==> src/rtl/cart_mapper_pkg.sv <==
// -----------------------------------------------------------------------------
// cart_mapper_pkg
// Shared types and helpers for the cartridge mapper:
//   - mapper_e        : decoded memory bank controller family
//   - latch_state_e   : RTC latch sequence state
//   - rtc_time_t      : RTC counter/register bundle (live and latched copies)
//   - RTC_REG_*       : values written to 4000-5FFF that select an RTC register
//   - decode_mapper() : header byte 0x147 -> mapper_e
//   - rom_bank_mask() : header byte 0x148 -> ROM bank mask
//   - ram_bank_mask() : header byte 0x149 -> RAM bank mask
// -----------------------------------------------------------------------------
package cart_mapper_pkg;

  typedef enum logic [2:0] {
    MAP_NONE = 3'd0,
    MAP_MBC1 = 3'd1,
    MAP_MBC2 = 3'd2,
    MAP_MBC3 = 3'd3,
    MAP_MBC5 = 3'd4
  } mapper_e;

  typedef enum logic {
    LATCH_IDLE  = 1'b0,
    LATCH_ARMED = 1'b1
  } latch_state_e;

  typedef struct packed {
    logic       carry;
    logic       halt;
    logic [8:0] day;
    logic [4:0] h;
    logic [5:0] m;
    logic [5:0] s;
  } rtc_time_t;

  localparam logic [7:0] RTC_REG_S  = 8'h08;
  localparam logic [7:0] RTC_REG_M  = 8'h09;
  localparam logic [7:0] RTC_REG_H  = 8'h0A;
  localparam logic [7:0] RTC_REG_DL = 8'h0B;
  localparam logic [7:0] RTC_REG_DH = 8'h0C;

  function automatic mapper_e decode_mapper(input logic [7:0] t);
    mapper_e m;
    m = MAP_NONE;
    if (t >= 8'h01 && t <= 8'h03) m = MAP_MBC1;
    else if (t >= 8'h05 && t <= 8'h06) m = MAP_MBC2;
    else if (t >= 8'h0F && t <= 8'h13) m = MAP_MBC3;
    else if (t >= 8'h19 && t <= 8'h1E) m = MAP_MBC5;
    return m;
  endfunction

  // Size code n means 2^(n+1) banks of 16 KB; the 0x52-0x54 oddballs all
  // mirror within 128 banks. Unknown large codes leave the bank unmasked.
  function automatic logic [15:0] rom_bank_mask(input logic [7:0] n);
    logic [15:0] m;
    if (n >= 8'h52 && n <= 8'h54) m = 16'd127;
    else if (n <= 8'd8)           m = (16'd2 << n) - 16'd1;
    else                          m = 16'hFFFF;
    return m;
  endfunction

  function automatic logic [3:0] ram_bank_mask(input logic [7:0] n);
    logic [3:0] m;
    case (n)
      8'd3:    m = 4'd3;
      8'd4:    m = 4'd15;
      8'd5:    m = 4'd7;
      default: m = 4'd0;
    endcase
    return m;
  endfunction

endpackage

==> src/rtl/cart_rtc.sv <==
// -----------------------------------------------------------------------------
// cart_rtc
// MBC3 real-time clock: live counters, latched copy, latch sequence FSM and
// register select. Only built when MBC_RTC_EN is defined.
// Ports:
//   clk_sys, reset   : clock, synchronous active-high reset
//   sel_wr_i         : qualified write to 4000-5FFF (register select)
//   latch_wr_i       : qualified write to 6000-7FFF (latch sequence)
//   reg_wr_i         : qualified write to A000-BFFF while RTC is mapped
//   data_i           : CPU write data
//   sec_tick_i       : one-cycle 1 Hz strobe
//   rtc_sel_o        : A000-BFFF currently maps to an RTC register
//   rtc_do_o         : selected latched register, unused bits read as 1
//   latch_state_o    : latch FSM state (debug)
// -----------------------------------------------------------------------------
module cart_rtc
  import cart_mapper_pkg::*;
(
  input  logic         clk_sys,
  input  logic         reset,
  input  logic         sel_wr_i,
  input  logic         latch_wr_i,
  input  logic         reg_wr_i,
  input  logic [7:0]   data_i,
  input  logic         sec_tick_i,
  output logic         rtc_sel_o,
  output logic [7:0]   rtc_do_o,
  output latch_state_e latch_state_o
);

  latch_state_e state_q, state_d;
  rtc_time_t    live_q, live_d;
  rtc_time_t    latch_q, latch_d;
  logic         sel_q, sel_d;
  logic [7:0]   reg_q, reg_d;

  always_ff @(posedge clk_sys) begin
    if (reset) begin
      state_q <= LATCH_IDLE;
      live_q  <= '0;
      latch_q <= '0;
      sel_q   <= 1'b0;
      reg_q   <= RTC_REG_S;
    end else begin
      state_q <= state_d;
      live_q  <= live_d;
      latch_q <= latch_d;
      sel_q   <= sel_d;
      reg_q   <= reg_d;
    end
  end

  always_comb begin
    state_d = state_q;
    live_d  = live_q;
    latch_d = latch_q;
    sel_d   = sel_q;
    reg_d   = reg_q;

    // 00-07 hand A000-BFFF back to RAM; 08-0C select an RTC register.
    if (sel_wr_i) begin
      if (data_i <= 8'h07) begin
        sel_d = 1'b0;
      end else if (data_i >= RTC_REG_S && data_i <= RTC_REG_DH) begin
        sel_d = 1'b1;
        reg_d = data_i;
      end
    end

    // A CPU write updates both copies and swallows a coincident tick.
    if (reg_wr_i) begin
      case (reg_q)
        RTC_REG_S:  begin live_d.s = data_i[5:0]; latch_d.s = data_i[5:0]; end
        RTC_REG_M:  begin live_d.m = data_i[5:0]; latch_d.m = data_i[5:0]; end
        RTC_REG_H:  begin live_d.h = data_i[4:0]; latch_d.h = data_i[4:0]; end
        RTC_REG_DL: begin live_d.day[7:0] = data_i; latch_d.day[7:0] = data_i; end
        RTC_REG_DH: begin
          live_d.day[8]  = data_i[0];
          live_d.halt    = data_i[6];
          live_d.carry   = data_i[7];
          latch_d.day[8] = data_i[0];
          latch_d.halt   = data_i[6];
          latch_d.carry  = data_i[7];
        end
        default: ;
      endcase
    end else if (sec_tick_i && !live_q.halt) begin
      // Out-of-range values keep counting to all-ones and wrap silently.
      if (live_q.s == 6'd59 || live_q.s == 6'd63) live_d.s = 6'd0;
      else                                         live_d.s = live_q.s + 6'd1;
      if (live_q.s == 6'd59) begin
        if (live_q.m == 6'd59 || live_q.m == 6'd63) live_d.m = 6'd0;
        else                                         live_d.m = live_q.m + 6'd1;
        if (live_q.m == 6'd59) begin
          if (live_q.h == 5'd23 || live_q.h == 5'd31) live_d.h = 5'd0;
          else                                         live_d.h = live_q.h + 5'd1;
          if (live_q.h == 5'd23) begin
            live_d.day = live_q.day + 9'd1;
            if (live_q.day == 9'd511) live_d.carry = 1'b1;
          end
        end
      end
    end

    // Latch needs 0x00 then 0x01 back to back; anything else disarms.
    if (latch_wr_i) begin
      case (state_q)
        LATCH_IDLE: begin
          if (data_i == 8'h00) state_d = LATCH_ARMED;
        end
        LATCH_ARMED: begin
          state_d = LATCH_IDLE;
          if (data_i == 8'h01) latch_d = live_q;
        end
        default: state_d = LATCH_IDLE;
      endcase
    end
  end

  always_comb begin
    rtc_do_o = 8'hFF;
    case (reg_q)
      RTC_REG_S:  rtc_do_o = {2'b11, latch_q.s};
      RTC_REG_M:  rtc_do_o = {2'b11, latch_q.m};
      RTC_REG_H:  rtc_do_o = {3'b111, latch_q.h};
      RTC_REG_DL: rtc_do_o = latch_q.day[7:0];
      RTC_REG_DH: rtc_do_o = {latch_q.carry, latch_q.halt, 5'b11111, latch_q.day[8]};
      default:    rtc_do_o = 8'hFF;
    endcase
  end

  assign rtc_sel_o     = sel_q;
  assign latch_state_o = state_q;

endmodule

==> src/rtl/cart_mapper.sv <==
// -----------------------------------------------------------------------------
// cart_mapper
// Game Boy cartridge memory bank controller (NONE/MBC1/MBC2/MBC3/MBC5).
// Build option: define MBC_RTC_EN to include the MBC3 real-time clock.
// Ports:
//   clk_sys, reset        : clock, synchronous active-high reset
//   ce                    : CPU bus clock enable, qualifies cart_wr
//   cart_addr/cart_wr/cart_di : CPU cartridge bus
//   mbc_type/rom_size/ram_size: header bytes 0x147/0x148/0x149
//   sec_tick              : 1 Hz strobe for the RTC
//   rom_page              : 8 KB ROM page {bank, cart_addr[13]}
//   ram_bank              : cart RAM bank
//   ram_en                : cart RAM / RTC access enabled
//   rtc_sel               : A000-BFFF maps to an RTC register
//   rtc_do                : selected latched RTC register
//   dbg_rtc_armed         : RTC latch FSM is in the ARMED state (debug)
// Outputs are combinational from registers and the current address only.
// -----------------------------------------------------------------------------
module cart_mapper
  import cart_mapper_pkg::*;
#(
  parameter int ROM_BANK_BITS = 9,
  parameter int RAM_BANK_BITS = 4
) (
  input  logic                     clk_sys,
  input  logic                     reset,
  input  logic                     ce,
  input  logic [15:0]              cart_addr,
  input  logic                     cart_wr,
  input  logic [7:0]               cart_di,
  input  logic [7:0]               mbc_type,
  input  logic [7:0]               rom_size,
  input  logic [7:0]               ram_size,
  input  logic                     sec_tick,
  output logic [ROM_BANK_BITS:0]   rom_page,
  output logic [RAM_BANK_BITS-1:0] ram_bank,
  output logic                     ram_en,
  output logic                     rtc_sel,
  output logic [7:0]               rtc_do,
  output logic                     dbg_rtc_armed
);

  localparam int BW = ROM_BANK_BITS;
  localparam int RB = RAM_BANK_BITS;
  localparam int PW = ROM_BANK_BITS + 1;

  mapper_e       mapper;
  logic          wr_en;
  logic [BW-1:0] bank_q, bank_d;
  logic [1:0]    upper_q, upper_d;
  logic          mode_q, mode_d;
  logic          ram_en_q, ram_en_d;
  logic [RB-1:0] ram_bank_q, ram_bank_d;
  logic [8:0]    bank9;
  logic [4:0]    fix5;
  logic [3:0]    fix4;
  logic [6:0]    fix7;
  logic          ram_en_val;

  assign mapper     = decode_mapper(mbc_type);
  assign wr_en      = ce & cart_wr;
  assign bank9      = 9'(bank_q);
  // MBC1/2/3 cannot select bank 0 through the bank register.
  assign fix5       = (cart_di[4:0] == 5'd0) ? 5'd1 : cart_di[4:0];
  assign fix4       = (cart_di[3:0] == 4'd0) ? 4'd1 : cart_di[3:0];
  assign fix7       = (cart_di[6:0] == 7'd0) ? 7'd1 : cart_di[6:0];
  assign ram_en_val = (cart_di[3:0] == 4'hA);

  always_ff @(posedge clk_sys) begin
    if (reset) begin
      bank_q     <= BW'(1);
      upper_q    <= 2'd0;
      mode_q     <= 1'b0;
      ram_en_q   <= 1'b0;
      ram_bank_q <= '0;
    end else begin
      bank_q     <= bank_d;
      upper_q    <= upper_d;
      mode_q     <= mode_d;
      ram_en_q   <= ram_en_d;
      ram_bank_q <= ram_bank_d;
    end
  end

  always_comb begin
    bank_d     = bank_q;
    upper_d    = upper_q;
    mode_d     = mode_q;
    ram_en_d   = ram_en_q;
    ram_bank_d = ram_bank_q;
    if (wr_en && !cart_addr[15]) begin
      unique case (mapper)
        MAP_MBC1: begin
          case (cart_addr[14:13])
            2'b00: ram_en_d = ram_en_val;
            2'b01: bank_d   = BW'(fix5);
            2'b10: upper_d  = cart_di[1:0];
            2'b11: mode_d   = cart_di[0];
            default: ;
          endcase
        end
        MAP_MBC2: begin
          // addr[8] picks between the RAM enable and the bank register.
          if (!cart_addr[14]) begin
            if (cart_addr[8]) bank_d   = BW'(fix4);
            else              ram_en_d = ram_en_val;
          end
        end
        MAP_MBC3: begin
          case (cart_addr[14:13])
            2'b00: ram_en_d = ram_en_val;
            2'b01: bank_d   = BW'(fix7);
            2'b10: if (cart_di <= 8'h07) ram_bank_d = RB'(cart_di[2:0]);
            default: ;
          endcase
        end
        MAP_MBC5: begin
          case (cart_addr[14:13])
            2'b00: ram_en_d = ram_en_val;
            2'b01: begin
              if (!cart_addr[12]) bank_d = BW'({bank9[8], cart_di});
              else                bank_d = BW'({cart_di[0], bank9[7:0]});
            end
            2'b10: ram_bank_d = RB'(cart_di[3:0]);
            default: ;
          endcase
        end
        default: ;
      endcase
    end
  end

  // Effective ROM bank for the current address, before size masking.
  // MBC1 applies the upper bits to 4000-7FFF in both modes; mode 1 also
  // applies them to 0000-3FFF and to the RAM bank.
  logic [BW-1:0] bank_eff;
  logic [RB-1:0] ram_src;

  always_comb begin
    bank_eff = '0;
    ram_src  = '0;
    unique case (mapper)
      MAP_MBC1: begin
        if (cart_addr[14]) bank_eff = BW'({upper_q, bank9[4:0]});
        else if (mode_q)   bank_eff = BW'({upper_q, 5'd0});
        if (mode_q) ram_src = RB'(upper_q);
      end
      MAP_MBC2: begin
        if (cart_addr[14]) bank_eff = bank_q;
      end
      MAP_MBC3, MAP_MBC5: begin
        if (cart_addr[14]) bank_eff = bank_q;
        ram_src = ram_bank_q;
      end
      default: ;
    endcase
  end

  always_comb begin
    rom_page = PW'(cart_addr[14:13]);
    if (mapper != MAP_NONE) begin
      rom_page = {bank_eff & BW'(rom_bank_mask(rom_size)), cart_addr[13]};
    end
  end

  assign ram_bank = ram_src & RB'(ram_bank_mask(ram_size));
  assign ram_en   = ram_en_q;

`ifdef MBC_RTC_EN
  latch_state_e rtc_state;
  logic         rtc_sel_w;
  logic         is_mbc3_wr;

  assign is_mbc3_wr = wr_en && (mapper == MAP_MBC3);

  cart_rtc u_rtc (
    .clk_sys       (clk_sys),
    .reset         (reset),
    .sel_wr_i      (is_mbc3_wr && cart_addr[15:13] == 3'b010),
    .latch_wr_i    (is_mbc3_wr && cart_addr[15:13] == 3'b011),
    .reg_wr_i      (is_mbc3_wr && cart_addr[15:13] == 3'b101 && ram_en_q && rtc_sel_w),
    .data_i        (cart_di),
    .sec_tick_i    (sec_tick),
    .rtc_sel_o     (rtc_sel_w),
    .rtc_do_o      (rtc_do),
    .latch_state_o (rtc_state)
  );

  assign rtc_sel       = rtc_sel_w;
  assign dbg_rtc_armed = (rtc_state == LATCH_ARMED);
`else
  logic unused_rtc;
  assign unused_rtc    = &{1'b0, sec_tick};
  assign rtc_sel       = 1'b0;
  assign rtc_do        = 8'hFF;
  assign dbg_rtc_armed = 1'b0;
`endif

  logic unused_addr;
  assign unused_addr = &{1'b0, cart_addr[11:9], cart_addr[7:0]};

endmodule

==> config.mk <==
export PLATFORM = sky130hd
export DESIGN_NAME = cart_mapper
export DESIGN_NICKNAME = d
export VERILOG_FILES = /design/src/rtl/cart_mapper_pkg.sv /design/src/rtl/cart_rtc.sv /design/src/rtl/cart_mapper.sv
export SDC_FILE = /design/constraint.sdc
export NUM_CORES = 1
export LEC_CHECK = 0
export CAP_MARGIN = 20
export CORE_MARGIN = 2
export CORE_UTILIZATION = 35
export CTS_CLUSTER_SIZE = 25
export DETAILED_ROUTE_END_ITERATION = 16
export DONT_BUFFER_PORTS = 1
export PLACE_DENSITY = 0.55
export SLEW_MARGIN = 30
export SYNTH_ARGS = -nofsm -noshare
export SYNTH_HDL_FRONTEND = slang
export SYNTH_SLANG_ARGS = --single-unit
==> constraint.sdc <==
create_clock -name clk_sys -period 6.1 [get_ports clk_sys]
set_clock_uncertainty 0.15 [all_clocks]
set_input_delay 1.525 -clock clk_sys [delete_from_list [all_inputs] [get_ports clk_sys]]
set_output_delay 1.525 -clock clk_sys [all_outputs]
set_load 0.01 [all_outputs]
---- Yosys cells after proc, flatten, opt, wreduce, memory -nomap -nowiden ----
Cells that the tools add are included.
operators by class
  muxes and demuxes ....................... 33
  shift-type cells ........................ 1
  $lt $le $gt $ge ......................... 12
  equal/unequal tests ..................... 23
  add/subtract/negate cells ............... 1
  divide/modulo/power cells ............... 0
  multipliers ............................. 0
  reduce and logical (&&, ||, !) cells .... 24
  bitwise logic cells ..................... 3
operator list
  kind                                                  number
  2-to-1 mux 9 bit                                      10
  case mux 9 bit (4 select lines)                       1
  2-to-1 mux 7 bit                                      3
  case mux 9 bit (2 select lines)                       1
  equality test 8 x 3 -> 1 bit (second input constant)  2
  <= comparator 8 x 3 -> 1 bit (second input constant)  2
  <= comparator 8 x 5 -> 1 bit (second input constant)  2
  2-to-1 mux 4 bit                                      4
  case mux 4 bit (2 select lines)                       2
  AND reduction 8 bit                                   2
  2-to-1 mux 3 bit                                      4
  != test 2 x 1 -> 1 bit (second input constant)        6
  != test 2 bit (second input constant)                 6
  case mux 4 bit (3 select lines)                       1
  2-to-1 mux 10 bit                                     1
  AND reduction 5 bit                                   2
  bitwise AND 9 bit                                     1
  << shifter 2 x 8 -> 9 bit (first input constant)      1
  subtractor 9 x 1 -> 9 bit (second input constant)     1
  equality test 8 x 2 -> 1 bit (second input constant)  1
  >= comparator 8 x 1 -> 1 bit (second input constant)  1
  >= comparator 8 x 3 -> 1 bit (second input constant)  1
  >= comparator 8 x 4 -> 1 bit (second input constant)  1
  >= comparator 8 x 5 -> 1 bit (second input constant)  1
  28 further kinds                                      40
storage, ports and cells
  bits in latches ......................... 0
  bits in read-only memories .............. 0
  output and inout port bits .............. 25
  register bits ........................... 17
  word-level logic and storage cells ...... 103
  bits in writable memories ............... 0
  memories kept ........................... 0

---- Depth between registers and ports, before layout ----
  word-level depth ........................ 11
  gate-level depth with buffers ........... 11

---- Least setup slack after synthesis ----
No wires, ideal clock.
  path type ............................... input to output
  from .................................... input rom_size[5]
  to ...................................... output rom_page[6]
  path buffers ............................ 0
  data arrival time ....................... 3.391 ns
  slack ................................... 1.034 ns
  cell stages on the path ................. 10
  cells stage by stage .................... nor4_1 > nand2_1 > nor2_1 > nand3b_1 > ha_1 > nor3_1 > a21oi_1 > nand2_1 > o21ai_0 > a211oi_1
between the ends
  longest elaborated chain between the ends .. 7
RTL lines
  item                       line                   source
  start: declaration         cart_mapper.sv:32      input logic [7:0] rom_size,
  << shifter 2 x 8 -> 9 bit  cart_mapper_pkg.sv:57  else if (n <= 8'd8) m = (16'd2 << n) - 16'd1;
  subtractor 9 x 1 -> 9 bit  cart_mapper_pkg.sv:57
  2-to-1 mux 9 bit           cart_mapper_pkg.sv:57
  2-to-1 mux 9 bit (*)       cart_mapper_pkg.sv:56  if (n >= 8'h52 && n <= 8'h54) m = 16'd127;
  2-to-1 mux 9 bit (*)       cart_mapper.sv:161     if (mapper != MAP_NONE) begin
  bitwise AND 9 bit (*)      cart_mapper.sv:162     rom_page = {bank_eff & BW'(rom_bank_mask(rom_size)), cart_addr[13]};
  2-to-1 mux 10 bit (*)      cart_mapper.sv:161
  end: declaration           cart_mapper.sv:35      output logic [ROM_BANK_BITS:0] rom_page,
Mark *: on every way between the ends. The rest lies on a longest branch, timed or not. The select of a mux whose other input is x is not followed.

---- Worst setup path in the final report ----
Ends and elaborated chain as after synthesis.

==> results.md <==
- For this run, the top clock speed supported by timing is ~0.19 GHz.
- The library cell with the highest instance count after synthesis is nor2_1.
- After detailed routing, the average wire length per cell comes to approximately 15 um.
- In this run the most critical hold path is launched from bank9[6]$_SDFFE_PP0P_.
- After detailed routing, the total wire length is slightly above 4000 um.
- The kind of start point of the critical path is an input pin.
- By count the netlist is led by 24 x nor2_1, 20 x nand2_1, 17 x dfxtp_1.
- The count of nets left with antenna violations once routing finished came out at 0.
- CTS saw 17 sinks.
- The core occupancy in the finished layout is 0.3667.
- The via count of the first global-routing pass came to between 1000 and 1500.
- For the final routed database, the setup TNS stands at 0 ns.
- Synthesis handed over a netlist of between 200 and 250 instances.
- The run finished with clean final reports.
- The setup slack after layout is between 0.9 and 1 ns.
- The layout cell share with drive strength beyond 1 is 0.07442.
- The critical path in this run is classified as in2out.
- Dividing total power by cell area gives a power density of approximately 140 nW/um^2.
- The count of maximum capacitance violations is 0.
- The y dimension of the die is ~70 um.
- For this block, the via count after detailed routing is roughly 1500.
- For hold timing, the worst endpoint is bank9[6]$_SDFFE_PP0P_.
- Clock latency on the worst-skew pair, taken at its later pin, is 0.25 ns.
- The worst path needs around 5.2 ns of the cycle, external delays included.
- The worst slew slack as a fraction of its limit is 0.5331.
- TritonCTS built the clock tree.
- Of all nets on the critical path, the largest fanout is 7.
- The filler-free cell count of the finished design is approximately 270.
- After clock tree synthesis, the clock-pin slew on the worst setup and hold paths is ~0.07 ns.
- The first detailed-routing pass ran for 4 iterations.
- The depth of the worst register-to-register path is 2.
- The maximum VDD drop is 114.0 uV.
- The initial detailed-routing violation count is about 130.
- The leakage power figure is between 0.5 and 0.6 nW.
- The total power of the final layout is between 0.2 and 0.25 mW.
- In this run the standard cell core region covers 4354 um^2.
- The tightest hold margin is between 0.3 and 0.4 ns.
- Setup violations remaining at the end of the flow were counted as 0.
- The beginning of the worst register-to-register path is mode_q$_SDFFE_PP0P_.
- The number of cells on the worst hold path is 2.
- The fraction of the yosys area taken by sequential cells is 0.2140.
- The total non-filler cell area in the finished layout is roughly 1600 um^2.
- Of the available clock period, the critical path in the final layout requires 0.8450.
- The area of combinational cells with multiple inputs is around 1100 um^2.
- The number of synthesis warnings is 0.
- At the worst endpoint, the required time is 4.43 ns.
- The die is 71.41 um wide.
- For this run, asynchronously set or reset flops after synthesis account for 0.
- Port buffering added 0 buffers.
- The path class of the tightest hold or removal check is reg2reg.
- The sort of element at the end of the critical path is an output port.
- The endpoint arrival time on the critical path is 3.48 ns.
- The number of clock buffers added by TritonCTS is 3.
- The endpoint identified for the worst register-to-register timing path is mode_q$_SDFFE_PP0P_.
- Entering global routing, the biggest net connects 19 pins.
- The number of standard-cell rows in the floorplan is 24.
- Summed over all layers, the global routing overflow is 0.
- The relative area change from synthesis to final layout is 0.3933%.
- CTS built an H-tree with a depth of 1.
- The pre-CTS setup slack is 0.9602 ns.
- The area fraction of the dominant cell type after synthesis is 0.2140.
- The sequential cell area is 340.3 um^2.
- The wire-length estimate of the detail-placed layout is around 3400 um.
- The first global-routing pass estimated 6651 um of wire.
- Yosys mapped the design onto 53 distinct sky130hd cell types.
- The number of slew-limit violations in the final report was 0.
- In the routed design, unresolved DRC markers number 0.
- After synthesis, the cell types taking the most area are dfxtp_1 21%, buf_4 6.1%, nor2_1 5.7%.
- At the end of routability-driven placement, the weighted congestion stood at around 0.76.
- The number of fillers in the final layout is 480.
- Post-CTS timing repair inserted 0 buffers for setup.
- For the pin with the worst max-slew slack, the measured transition is about 0.70 ns.
- The maximum number of buffers from clock root to sink is 2.
- For this run, the total global-route usage over all layers was measured as 0.1580.
- The top-level I/O count is 78.
- dfxtp_1 takes more of the synthesized area than any other cell.
- The mean number of vias per cell is 5.764.
- In this run the register-to-register setup slack is about 5.3 ns.
- The mean instance size in the synthesized netlist is 7.099 um^2.
- In this run, placement finished with an instance count of 263.
- The starting density of the core is 0.3652.
- In the final design database the tool counted between 200 and 300 nets.
- The cell area after synthesis is 1590 um^2.
- Once the clock tree was built, the resizer swapped 0 gates to a different size.
- The predominant post-synthesis flop cell is dfxtp_1.
- The buffer type at the clock tree root is clkbuf_8.
- The number of enable-type register cells in the synthesized netlist is 0.
- 0 antenna diodes ended up in the layout.
- The area after detailed placement is 1550 um^2.
- Setup repair after global routing left no endpoint under its margin.
- The post-synthesis sequential element count is 17.
- The count of final hold-check violations is 0.
- The die covers roughly 5000 um^2.
- The number of antenna violations at the first check in global routing was 0.
- For this design, the CTS-stage hold fixing added 0 buffers.
==> cell type report <==
type                       count  area share
tap                           52     0.04075
multi-input combinational    183      0.6889
timing repair buffer           1    0.004702
inverter                      10     0.02351
clock buffer                   3     0.02586
sequential                    17      0.2132
clock inverter                 1    0.003135
==> how the worst max path moves through the flow <==
stage	from	endpoint	slack, ns	depth (start not counted)
3_3_place_gp	mbc_type[5]	rom_page[6]	0.98	5
3_5_place_dp	mbc_type[5]	rom_page[6]	0.96	5
5_1_grt	rom_size[5]	rom_page[6]	0.78	11
6_report	rom_size[5]	rom_page[6]	0.95	11
2_1_floorplan	rom_size[5]	rom_page[6]	1.03	10
4_1_cts	rom_size[5]	rom_page[6]	0.94	11
==> sequential cells by signal, indices dropped and copies added (netlist names) <==
| name | count |
|---|---|
| ram_en | 1 |
| bank9 | 9 |
| ram_bank_q | 4 |
| upper_q | 2 |
| mode_q | 1 |
==> worst max-delay path, cell delays in order <==
cell and delay [ns]:
nor4_1 0.27, buf_4 0.19, nand2_1 0.11, nor2_1 0.14, nand3b_1 0.09, ha_1 0.27, nor3_1 0.21, a21oi_1 0.07
nand2_1 0.06, o21ai_0 0.08, a211oi_1 0.46
==> cell usage in the layout (no fill, tap or decap), types with 8 or more instances in the layout <==
cell     synthesis  final
nor2_1          24     24
a21oi_1         14     14
nand2_1         20     20
nor3_1           8      8
conb_1           2     10
inv_1           10     10
nand3_1         12     12
mux2i_1          8      8
o21ai_0         10     10
dfxtp_1         17     17
==> layer usage <==
layer,vias to the layer above,GRT usage,share of wire
met1,694,0.2165,0.45
met5,-,0,0
li1,777,-,-
met3,4,0.03516,0.076
met4,0,0.01677,0.0066
met2,64,0.2634,0.47
==> where the power goes <==
group	internal [mW]	leakage [nW]	switching [mW]
registers	0.111	0.137	0.000103
logic	0.0128	0.436	0.0194
clock network	0.0453	0.0255	0.0387
total	0.169	0.598	0.0582
==> cells by family after synthesis <==
kind of cell | synth area share
AOI/OAI and AO/OA | 0.2471
xor gates and xnor gates | 0.005508
adders and majority gates | 0.007867
buffers and inverters | 0.1133
DFF | 0.2140
muxes | 0.05036
other | 0.004722
and+or+nand+nor | 0.3572
(Power assumes the default switching activity.)
